--- src/rtl/cell_pick_engine.sv ---
// Maps a mouse press inside the board to a 1-based cell column/row using a restoring divider.
// The event is valid POS_W cycles after the press; optional chord detection when CELL_PICK_CHORD_EN is defined.
module cell_pick_engine #(
    parameter int POS_W     = 12,
    parameter int IDX_W     = 5,
    parameter int MAX_CELLS = 16
) (
    input  logic             clk,
    input  logic             rst_n,
    input  logic [POS_W-1:0] mouse_xpos,
    input  logic [POS_W-1:0] mouse_ypos,
    input  logic             left,
    input  logic             right,
    input  logic [POS_W-1:0] board_xpos,
    input  logic [POS_W-1:0] board_ypos,
    input  logic [POS_W-1:0] board_size,
    input  logic [POS_W-1:0] button_size,
    input  logic [IDX_W-1:0] board_cells,
    output logic             evt_valid,
    input  logic             evt_ready,
    output logic [IDX_W-1:0] evt_x,
    output logic [IDX_W-1:0] evt_y,
    output logic [1:0]       evt_type,
    output logic             busy,
    output logic             miss
);
    localparam int CW = (POS_W > 1) ? $clog2(POS_W) : 1;

    typedef enum logic [1:0] {S_IDLE, S_CALC, S_OUT} state_t;

    state_t             r_state, w_state_nx;
    logic               r_left_q, r_right_q;
    logic [POS_W-1:0]   r_dx, r_dy, r_rx, r_ry, r_qx, r_qy, r_div;
    logic [IDX_W-1:0]   r_cap, r_evt_x, r_evt_y;
    logic [CW-1:0]      r_cnt;
    logic [1:0]         r_type;
    logic               r_miss;

    logic               w_lp, w_rp, w_press, w_inside, w_accept;
    logic [POS_W:0]     w_xend, w_yend, w_sx, w_sy;
    logic [POS_W-1:0]   w_ox, w_oy, w_qx_fin, w_qy_fin;
    logic [IDX_W-1:0]   w_cap;
    logic [1:0]         w_type;

    // One restoring step: returns {quotient bit, new remainder}.
    function automatic logic [POS_W:0] div_step(input logic [POS_W-1:0] rem,
                                                 input logic msb,
                                                 input logic [POS_W-1:0] dv);
        logic [POS_W:0] sh;
        sh = {rem, msb};
        if (sh >= {1'b0, dv}) begin
            sh = sh - {1'b0, dv};
            return {1'b1, sh[POS_W-1:0]};
        end
        return {1'b0, sh[POS_W-1:0]};
    endfunction

    function automatic logic [IDX_W-1:0] sat_idx(input logic [POS_W-1:0] q,
                                                 input logic [IDX_W-1:0] cap);
        logic [POS_W:0] s;
        s = {1'b0, q} + (POS_W+1)'(1);
        if (s > (POS_W+1)'(cap))
            return cap;
        return s[IDX_W-1:0];
    endfunction

    assign w_lp    = left  & ~r_left_q;
    assign w_rp    = right & ~r_right_q;
    assign w_press = w_lp | w_rp;

    assign w_xend   = {1'b0, board_xpos} + {1'b0, board_size};
    assign w_yend   = {1'b0, board_ypos} + {1'b0, board_size};
    assign w_inside = (mouse_xpos >= board_xpos) && ({1'b0, mouse_xpos} <= w_xend) &&
                      (mouse_ypos >= board_ypos) && ({1'b0, mouse_ypos} <= w_yend);
    assign w_accept = (r_state == S_IDLE) && w_press && w_inside && (button_size != '0);

    assign w_ox  = mouse_xpos - board_xpos;
    assign w_oy  = mouse_ypos - board_ypos;
    assign w_cap = (board_cells > IDX_W'(MAX_CELLS)) ? IDX_W'(MAX_CELLS) : board_cells;

`ifdef CELL_PICK_CHORD_EN
    // A new edge on one button while the other is down (or edging) is a chord.
    assign w_type = ((w_lp && right) || (w_rp && left)) ? 2'b11 : (w_lp ? 2'b01 : 2'b10);
`else
    assign w_type = w_lp ? 2'b01 : 2'b10;
`endif

    assign w_sx     = div_step(r_rx, r_dx[POS_W-1], r_div);
    assign w_sy     = div_step(r_ry, r_dy[POS_W-1], r_div);
    assign w_qx_fin = {r_qx[POS_W-2:0], w_sx[POS_W]};
    assign w_qy_fin = {r_qy[POS_W-2:0], w_sy[POS_W]};

    always_ff @(posedge clk or negedge rst_n) begin
        if (!rst_n)
            r_state <= S_IDLE;
        else
            r_state <= w_state_nx;
    end

    always_comb begin
        w_state_nx = r_state;
        evt_valid  = 1'b0;
        busy       = 1'b0;
        case (r_state)
            S_IDLE: if (w_accept) w_state_nx = S_CALC;
            S_CALC: begin
                busy = 1'b1;
                if (r_cnt == '0) w_state_nx = S_OUT;
            end
            S_OUT: begin
                busy      = 1'b1;
                evt_valid = 1'b1;
                if (evt_ready) w_state_nx = S_IDLE;
            end
            default: w_state_nx = S_IDLE;
        endcase
    end

    always_ff @(posedge clk or negedge rst_n) begin
        if (!rst_n) begin
            r_left_q  <= 1'b1;
            r_right_q <= 1'b1;
            r_dx      <= '0;
            r_dy      <= '0;
            r_rx      <= '0;
            r_ry      <= '0;
            r_qx      <= '0;
            r_qy      <= '0;
            r_div     <= '0;
            r_cap     <= '0;
            r_cnt     <= '0;
            r_type    <= 2'b00;
            r_evt_x   <= '0;
            r_evt_y   <= '0;
            r_miss    <= 1'b0;
        end else begin
            r_left_q  <= left;
            r_right_q <= right;
            r_miss    <= w_press && !w_accept;
            if (w_accept) begin
                r_dx   <= w_ox;
                r_dy   <= w_oy;
                r_rx   <= '0;
                r_ry   <= '0;
                r_qx   <= '0;
                r_qy   <= '0;
                r_div  <= button_size;
                r_cap  <= w_cap;
                r_cnt  <= CW'(POS_W-1);
                r_type <= w_type;
            end else if (r_state == S_CALC) begin
                r_dx <= r_dx << 1;
                r_dy <= r_dy << 1;
                r_rx <= w_sx[POS_W-1:0];
                r_ry <= w_sy[POS_W-1:0];
                r_qx <= w_qx_fin;
                r_qy <= w_qy_fin;
                r_cnt <= r_cnt - CW'(1);
                if (r_cnt == '0) begin
                    r_evt_x <= sat_idx(w_qx_fin, r_cap);
                    r_evt_y <= sat_idx(w_qy_fin, r_cap);
                end
            end
        end
    end

    assign evt_x    = r_evt_x;
    assign evt_y    = r_evt_y;
    assign evt_type = r_type;
    assign miss     = r_miss;

endmodule
--- config.mk ---
export PLATFORM = sky130hd
export DESIGN_NAME = cell_pick_engine
export DESIGN_NICKNAME = d
export VERILOG_FILES = /design/src/rtl/cell_pick_engine.sv
export SDC_FILE = /design/constraint.sdc
export NUM_CORES = 1
export LEC_CHECK = 0
export ABC_AREA = 1
export BUFFER_PORTS_ARGS = -buffer_cell sky130_fd_sc_hd__buf_2
export CAP_MARGIN = 20
export CORE_MARGIN = 3
export CORE_UTILIZATION = 60
export DETAILED_ROUTE_END_ITERATION = 8
export MAX_ROUTING_LAYER = met4
export PLACE_DENSITY = 0.81
export SLEW_MARGIN = 10
export SYNTH_ARGS = -nofsm -noshare
export SYNTH_HDL_FRONTEND = slang
export SYNTH_SLANG_ARGS = --single-unit
--- constraint.sdc ---
create_clock -name clk -period 5.7 [get_ports clk]
set_clock_uncertainty 0.2 [all_clocks]
set_input_delay 0.57 -clock clk [delete_from_list [all_inputs] [get_ports clk]]
set_output_delay 0.57 -clock clk [all_outputs]
set_load 0.01 [all_outputs]
# Word level (Yosys, flattened, before mapping)
# Cells that the tools add are included.
# Widths: inputs -> output; s select.
[totals]
regBits = 108
input_bits = 82
[op_classes]
n_addsub = 9
order_cmp = 9
n_eq_ne = 5
n_mux = 42
n_bitwise = 6
reduce_logical = 15
[ops]
columns = ["op", "count"]
rows = [
  ["$mux 12", 10],
  ["$mux 13", 4],
  ["$sub 12x12->12", 4],
  ["$mux 11", 4],
  ["$add 12x1->13 const B", 2],
  ["$add 12x12->13", 2],
  ["$ge 13x12->1", 2],
  ["$gt 13x5->1", 2],
  ["$le 12x13->1", 2],
  ["$mux 5", 5],
  ["$ge 12x12->1", 2],
  ["$mux 1", 12],
  ["$reduce_bool 12->1", 1],
  ["$mux 2", 4],
  ["$mux 4", 2],
  ["$logic_and 1x1->1", 7],
  ["$ne 2x2->1 const B", 3],
  ["$pmux 2 s3", 1],
  ["$reduce_and 3->1", 2],
  ["$gt 5x5->1 const B", 1],
  ["$logic_not 4->1", 1],
  ["$sub 4x1->4 const B", 1],
  ["$not 1->1", 3],
  ["$and 1x1->1", 2],
  ["7 further kinds", 7],
]

# Depth between registers and ports, before layout
# Gate-level depths: netlist (run 1).
[logic_depth]
depth_word = 10
mapped_depth = 31

# Worst setup path after synthesis (run 1)
# No wires, ideal clock.
[synth_path]
kind = "register -> register"
start = "reg r_div[1]"
end = "reg r_evt_x[1] (netlist: evt_x[1])"
setup_ns = 0.117
t_arrival_ns = 3.501
t_required_ns = 5.383
slack_ns = 1.882
stages_incl_launch_ff = 29
path_cell_list = "dfrtp_1 > inv_1 > ha_1 > nand2_1 > nor2_1 > nand2_1 > nand3_2 > nand2_1 > nand3_2 > buf_6 > clkbuf_1 > ha_1 > nand2_1 > nor2_1 > inv_1 > nand2_1 > inv_1 > ha_1 > nand2_1 > nor2_1 > nand2_1 > nand2_1 > nand3_1 > nor2_1 > nand2_1 > nor3_4 > nand3_1 > nand3_1 > nand2_1"
[synth_via]
elab_chain_cells = 10
[synth_lines]
columns = ["item", "line", "rtl"]
rows = [
  ["start: declaration", "33", "logic [POS_W-1:0] r_dx, r_dy, r_rx, r_ry, r_qx, r_qy, r_div;"],
  ["start signal: assignment", "147", "r_div <= button_size;"],
  ["$ge 13x12->1 (*)", "51", "if (sh >= {1'b0, dv}) begin"],
  ["$mux 1 (*)", "51", ""],
  ["$mux 13 (*)", "55", "return {1'b0, sh[POS_W-1:0]};"],
  ["$add 12x1->13 (*)", "61", "s = {1'b0, q} + (POS_W+1)'(1);"],
  ["$gt 13x5->1", "62", "if (s > (POS_W+1)'(cap))"],
  ["$mux 1", "62", ""],
  ["$mux 1", "159", "if (r_cnt == '0) begin"],
  ["$mux 1", "151", "end else if (r_state == S_CALC) begin"],
  ["$mux 1", "140", "if (w_accept) begin"],
  ["$mux 5 (*)", "64", "return s[IDX_W-1:0];"],
  ["end signal: assignment", "160", "r_evt_x <= sat_idx(w_qx_fin, r_cap);"],
  ["end: declaration", "34", "logic [IDX_W-1:0] r_cap, r_evt_x, r_evt_y;"],
]
# Every way passes the cells marked *; elsewhere a longest branch is shown, timed or not. The select of a mux whose other input is x is not followed.
# A chain may end at the register's enable or synchronous reset.

# Worst setup path after layout (run 1)
[layout_path]
start = "in board_ypos[2]"
end = "reg r_evt_y[3] (netlist: evt_y[3])"
[layout_via]
elab_chain_cells = 7
elab_cells_between_ends = 9
cone_classes = "add/sub (1); order compare (2); bitwise (1); reduce/logical (5)"
[layout_lines]
columns = ["item", "line", "rtl"]
rows = [
  ["start: declaration", "15", "input logic [POS_W-1:0] board_ypos,"],
  ["$add 12x12->13 or $ge 12x12->1 (tied branches)", "72, 74", ""],
  ["$le 12x13->1 or $logic_and 1x1->1 (tied branches)", "74, 73", ""],
  ["$logic_and 1x1->1 (*)", "74", "(mouse_ypos >= board_ypos) && ({1'b0, mouse_ypos} <= w_yend);"],
  ["$logic_and 1x1->1 (*) (2 in series)", "75", "assign w_accept = (r_state == S_IDLE) && w_press && w_inside && (button_size != '0);"],
  ["$not 1->1 (no source line) (*)", "n/a", ""],
  ["$reduce_and 3->1 (no source line) (*)", "n/a", ""],
  ["end signal: assignment", "161", "r_evt_y <= sat_idx(w_qy_fin, r_cap);"],
  ["end: declaration", "34", ""],
]
# Every way passes the cells marked *; elsewhere a longest branch is shown, timed or not.

==> flow_metrics.py, run 1 <==
metrics = {
    "clock_tree": {
        "cts_root_buffer": "clkbuf_16",
        "clkTransAtPathRegs_ns": 0.07,
        "clk_latency_ns": 0.35,
        "cts_hold_buf": 0,
        "clockBufferDepth": 2,
        "cts_tree": "done",
        "numCtsBuffers": 9,
        "cts_sinks": 108,
        "post_cts_buffers": 0,
        "htreeDepth": 3,
        "cts_resized": 0,
    },
    "routing": {
        "viasPerCell": 5.43,
        "dr.pass1.iters": 6,
        "remaining_drc_errors": 0,
        "vias": 8340,
        "wire_per_inst_um": 13.6,
        "ant_nets": 0,
        "drtIter0Drc": 625,
        "wl_um": 20800,
    },
    "synthesis": {
        "yosysSeqAreaShare": 0.294,
        "yosys.area_share.simple": 0.246,
        "synthMuxAreaShare": 0,
        "syn_inst": 1264,
        "ys_types": 48,
        "synth_top_family_by_area": "simple AND/OR/NAND/NOR gates",
        "avgSynthCellArea_um2": 7.29,
        "syn-num-nets": 1465,
        "yosysWarnings": 0,
        "synth-compound-area-share": 0.144,
        "synth_enable_flop_cells": 0,
        "async_flop_share": 1.00,
        "synthXorXnorAreaFrac": 0.0617,
        "synth_fa_ha_area_frac": 0.167,
        "synth-seq-cells": 108,
        "yosys_most_used_dff": "dfrtp_1",
        "mappedNetlistArea_um2": 9210,
    },
    "job": {
        "maxCapViolCount": 0,
    },
    "setup_path": {
        "worst-r2r-setup-slack_ns": 1.28,
        "critPathKind": "input port to flip-flop",
        "cp.arrival_ns": 4.82,
        "r2r_end": "evt_x[2]$_DFFE_PN0P_",
        "reg2reg_depth": 25,
        "crit_path_end_kind": "flip-flop",
        "crit_path_start_kind": "input port",
        "reg2reg_from": "r_div[1]$_DFFE_PN0N_",
        "required_ns": 5.74,
        "critPathMaxFanout": 46,
    },
    "sta": {
        "tns_ns": 0,
        "period_share": 0.839,
        "max_freq_mhz": 209,
        "grt_setup_unrepaired": "no",
        "hold_viol_final": 0,
        "worstMarginPinSlew_ns": 0.845,
        "slew_viol_final": 0,
        "setup_violations": 0,
        "fin_crit_ns": 4.78,
        "relSlewSlack": 0.437,
        "whs_ns": 0.122,
    },
    "run_status": {
        "status": "complete, no violations",
    },
    "die": {
        "die_width_um": 130,
        "ios": 97,
        "dieArea_um2": 16900,
        "row_count": 44,
        "fp.coreArea_um2": 14800,
        "initial_core_util": 0.624,
        "die_h_um": 130,
    },
    "placement": {
        "gp_congestion": 0.911,
        "port_buffers": 96,
        "dp_hpwl_um": 16200,
    },
    "grt": {
        "overflow": 0,
        "antenna_found_initial": 0,
        "grt_max_degree": 69,
        "grt_pass1_vias": 8134,
        "grt_pass1_wl_um": 36100,
        "grt.total_usage": 0.267,
    },
    "layout": {
        "final_nets": 1549,
        "area_growth_pct": 10.2,
        "antenna_cells": 0,
        "drive_above_1_share": 0.105,
        "fill_cells": 1283,
    },
    "power_and_ir_drop": {
        "ir_worst_vdd_uv": 247,
        "power.leakage_nw": 5.41,
        "power_density_nw_per_um2": 528,
    },
    "hold_path": {
        "worst_hold_path_type": "input port to asynchronous set/reset pin",
    },
}
==> logic make-up (layout without fill, tap and decap cells) <==
logic type,Yosys count,after routing
buf+inv,208,297
simple gates,537,537
compound gates,228,228
fa+ha+maj,119,119
xor+xnor,64,64
flops,108,108
==> sequential cells by signal, summed over array words and instances, names as in the netlist, 2 cells and up <==
name      count
r_rx         12
r_qx         11
r_ry         12
r_qy         11
r_state       2
evt_y         5
r_div        12
evt_type      2
r_dx         12
evt_x         5
r_dy         12
r_cap         5
r_cnt         4
==> worst max-delay path by stage <==
stage	end	cells past startpoint	slack (ns)	startpoint
after CTS	evt_y[3]$_DFFE_PN0P_	26	0.93	board_ypos[2]
after floorplan	evt_x[1]$_DFFE_PN0P_	28	1.88	r_div[1]$_DFFE_PN0N_
after detailed placement	evt_y[3]$_DFFE_PN0P_	26	0.58	board_ypos[2]
after global routing	evt_y[3]$_DFFE_PN0P_	26	0.44	board_ypos[2]
after global placement	evt_y[1]$_DFFE_PN0P_	26	0.75	board_size[2]
final	evt_y[3]$_DFFE_PN0P_	26	0.92	board_ypos[2]
==> routing by layer <==
metal / vias to the layer above / global-route usage / routed length [um]
li1: 4321 / - / -
met5: - / - / 0
met4: 0 / 0.0764 / 452
met3: 32 / 0.0307 / 754
met1: 3797 / 0.343 / 9520
met2: 190 / 0.449 / 10100
==> critical path: stages <==
cell     delay [ns]
buf_2          0.11
ha_1           0.34
a21oi_1        0.16
nand2_1        0.11
nand2_1        0.07
nand2_1        0.05
a21oi_1        0.18
o21ai_0        0.18
a21oi_1        0.17
nor2_1         0.05
nor2_1         0.10
xor2_1         0.18
ha_1           0.26
nand2_1        0.09
nor2_1         0.05
a31o_2         0.23
a21oi_1        0.11
nand2_1        0.06
inv_1          0.05
nand2_1        0.08
nand2_4        0.39
nand2_4        0.39
nor2_2         0.49
inv_2          0.18
nand2_1        0.10
nand2_1        0.06
==> cell type report <==
type / count / area [um^2] / share of cell area
clock buffers: 11 / 243 / 0.0239
flip-flops and latches: 108 / 2710 / 0.267
clock inverters: 5 / 93.8 / 0.00925
multi-input cells: 948 / 5690 / 0.561
repair buffers: 98 / 498 / 0.0491
well taps: 184 / 230 / 0.0227
inverters: 183 / 687 / 0.0677
==> Yosys cell counts (all sizes together), types with 20 or more instances <==
cell type,count,area [um^2]
buf,20,109
nor2,70,275
ha,113,1410
o22ai,29,181
a21oi,70,362
nand2,356,1360
o21ai,77,397
inv,183,687
nand3,72,385
dfrtp,106,2650
xnor2,23,201
o211ai,20,150
xor2,41,367
==> through the flow <==
step | worst slack [ns] | cells | power, W | utilization | instance area [um^2]
finish | 0.916 | 1537 | 0.00536 | 0.688 | 10100
global route | 0.439 | 1537 | 0.00595 | 0.688 | 10100
CTS | 0.933 | 1537 | 0.00535 | 0.688 | 10100
detailed placement | 0.576 | 1521 | 0.00462 | 0.665 | 9810
global placement | 0.747 | 1521 | 0.00451 | 0.665 | 9810
floorplan | 1.88 | 1264 | 0.00392 | - | 9210
==> layout by cell type (no fill, tap or decap), drive strengths merged <==
cell type	instances
o21a	1
nor2	70
a31o	1
o22ai	29
o21bai	4
a21o	5
o2111ai	1
nor3	15
dfstp	2
a21boi	4
nor4	1
o21ba	1
a22oi	2
and2	1
nand4	16
bufinv	2
a31oi	12
nand3	72
xnor2	23
dfrtp	106
xor2	41
clkinv	2
inv	184
buf	98
or2	1
ha	113
o21ai	77
o211ai	20
nand2	356
clkbuf	11
a221oi	1
a21oi	70
nor3b	1
fa	6
nand3b	4
==> where the power goes <==
group          switching (W)  internal (W)
Combinational        0.00211       0.00126
Clock               0.000288      0.000404
Sequential          0.000214       0.00108
No activity file was read; power rests on OpenSTA's default activity.
==> run 2, diff against run 1 <==
==> constraint.sdc (replaced) <==
create_clock -name clk -period 5 [get_ports clk]
set_clock_uncertainty 0.2 [all_clocks]
set_input_delay 0.5 -clock clk [delete_from_list [all_inputs] [get_ports clk]]
set_output_delay 0.5 -clock clk [all_outputs]
set_load 0.01 [all_outputs]
==> run 2 against run 1 <==
Against the previous run: sequential share of layout area shrank 0.062 points; cell count grew 0.52%; clock-buffer cell count shrank 1; sequential power grew 14%; critical path type unchanged.
==> flow_metrics.py, run 2 (same netlist as run 1, synthesis figures left out) <==
metrics = {
    "setup_path": {
        "crit_slowest_cell": "nor2_2",
        "max_stage_delay_ns": 0.41,
        "critPathKind": "input port to flip-flop",
        "critPathMaxFanout": 22,
        "cp.arrival_ns": 4.28,
        "path_common_cell": "nand2_1",
        "required_ns": 5.05,
        "crit_path_end_kind": "flip-flop",
        "crit_path_start_kind": "input port",
    },
    "power_and_ir_drop": {
        "power_density_nw_per_um2": 594,
        "clockPowerShare": 0.115,
        "p_switching_w": 0.00298,
        "ir_worst_vdd_uv": 256,
        "p_int_w": 0.00306,
        "seqPwrFrac": 0.243,
        "switching_share": 0.494,
        "power.leakage_nw": 5.43,
        "power_frac_comb": 0.642,
    },
    "grt": {
        "grt_pass1_vias": 7920,
        "overflow": 0,
        "grt_max_degree": 81,
        "grt.total_usage": 0.264,
        "antenna_found_initial": 0,
        "grt_pass1_wl_um": 35400,
    },
    "sta": {
        "period_share": 0.846,
        "hold_viol_final": 0,
        "slew_viol_final": 0,
        "grt_setup_unrepaired": "no",
        "relSlewSlack": 0.558,
        "worstMarginPinSlew_ns": 0.656,
        "whs_ns": 0.0606,
        "tns_ns": 0,
        "fin_crit_ns": 4.23,
        "setup_violations": 0,
        "max_freq_mhz": 236,
        "setup_ws_ns": 0.769,
    },
    "layout": {
        "final_cell_mix": "nand2_1, inv_1, ha_1",
        "antenna_cells": 0,
        "drive_above_1_share": 0.110,
        "final_nets": 1557,
        "final_common_cell": "nand2_1",
        "fill_cells": 1246,
        "area_growth_pct": 10.4,
    },
    "placement": {
        "gp_congestion": 0.907,
        "place_ws_ns": 0.419,
        "port_buffers": 96,
        "dp_hpwl_um": 16500,
    },
    "routing": {
        "wire_per_inst_um": 13.5,
        "drtIter0Drc": 618,
        "viasPerCell": 5.44,
        "vias": 8402,
        "remaining_drc_errors": 0,
        "dr.pass1.iters": 5,
        "wl_um": 20800,
        "ant_nets": 0,
    },
    "clock_tree": {
        "post_cts_buffers": 0,
        "htreeDepth": 3,
        "cts_tree": "done",
        "cts_sinks": 108,
        "numCtsBuffers": 9,
        "cts_root_buffer": "clkbuf_16",
        "clk_latency_ns": 0.35,
        "clkTransAtPathRegs_ns": 0.08,
        "clockBufferDepth": 2,
    },
    "die": {
        "fp.coreArea_um2": 14800,
        "die_h_um": 130,
        "initial_core_util": 0.624,
        "ios": 97,
        "dieArea_um2": 16900,
        "die_width_um": 130,
        "row_count": 44,
    },
    "run_status": {
        "status": "complete, no violations",
    },
    "job": {
        "maxCapViolCount": 0,
    },
    "hold_path": {
        "worst_hold_path_type": "input port to flip-flop",
    },
}
-- run 2: changes by cell type in the layout (fill, tap and decap cells not counted), sizes merged --
cell         previous run  this run
dlygate4sd3             0         1
clkinv                  2         3
clkbuf                 11        10
inv                   184       185
clkinvlp                0         1
buf                    98       105
bufinv                  2         0
-- run 2: final timing paths --
kind                                              to  slack (ns)  cells past startpoint                 start
max in group asynchronous        r_dy[4]$_DFFE_PN0P_        3.36                      3                 rst_n
worst min register to register  evt_y[2]$_DFFE_PN0P_        0.28                      2  evt_y[2]$_DFFE_PN0P_
worst max register to register  evt_x[0]$_DFFE_PN0P_        1.08                     28  r_div[1]$_DFFE_PN0N_
worst max-delay path            evt_y[3]$_DFFE_PN0P_        0.77                     26         board_size[2]
min in group asynchronous       evt_x[3]$_DFFE_PN0P_        0.47                      2                 rst_n
worst min-delay path              r_left_q$_DFF_PN1_        0.06                      1                  left
-- run 2: critical path, delay by kind of cell --
family	cells	cell delay, ns
adders and majority gates	2	0.57
buffers and inverters	3	0.34
and+or+nand+nor	14	1.68
AOI/OAI and AO/OA	6	1.02
xor gates and xnor gates	1	0.16
-- run 2: routing by layer --
layer	track usage	share of wire
met4	0.0844	0.020
met2	0.442	0.48
met3	0.0213	0.042
met5	-	0
met1	0.341	0.46
-- run 2: through the flow --
stage / util / total power, W / instances / instance area, um^2
finish: 0.690 / 0.00605 / 1545 / 10200
global route: 0.690 / 0.00669 / 1545 / 10200
CTS: 0.688 / 0.00602 / 1543 / 10100
detailed placement: 0.668 / 0.00530 / 1527 / 9860
global placement: 0.668 / 0.00519 / 1527 / 9860
floorplan: - / 0.00447 / 1264 / 9210
-- run 2: layout make-up --
class	instances	area, um^2	area share
Clock buffer	10	239	0.0235
Clock inverter	6	46.3	0.00455
Inverter	183	687	0.0675
Multi-Input combinational cell	948	5690	0.560
Sequential cell	108	2710	0.266
Tap cell	184	230	0.0226
Timing Repair Buffer	106	573	0.0563
-- run 2: power by group through the flow --
stage | Sequential [W] | Combinational, W | Clock, W
after floorplan | 0.00144 | 0.00304 | 0
after global placement | 0.00147 | 0.00372 | 0
after detailed placement | 0.00148 | 0.00382 | 0
after CTS | 0.00147 | 0.00385 | 0.000700
after global routing | 0.00151 | 0.00446 | 0.000727
final | 0.00147 | 0.00388 | 0.000694
-- run 2: what timing repair did --
action	CTS	global route
hold buffers	0	1
endpoints found under the setup margin	0	0
resized for setup	0	0
endpoints found under the hold margin	0	36
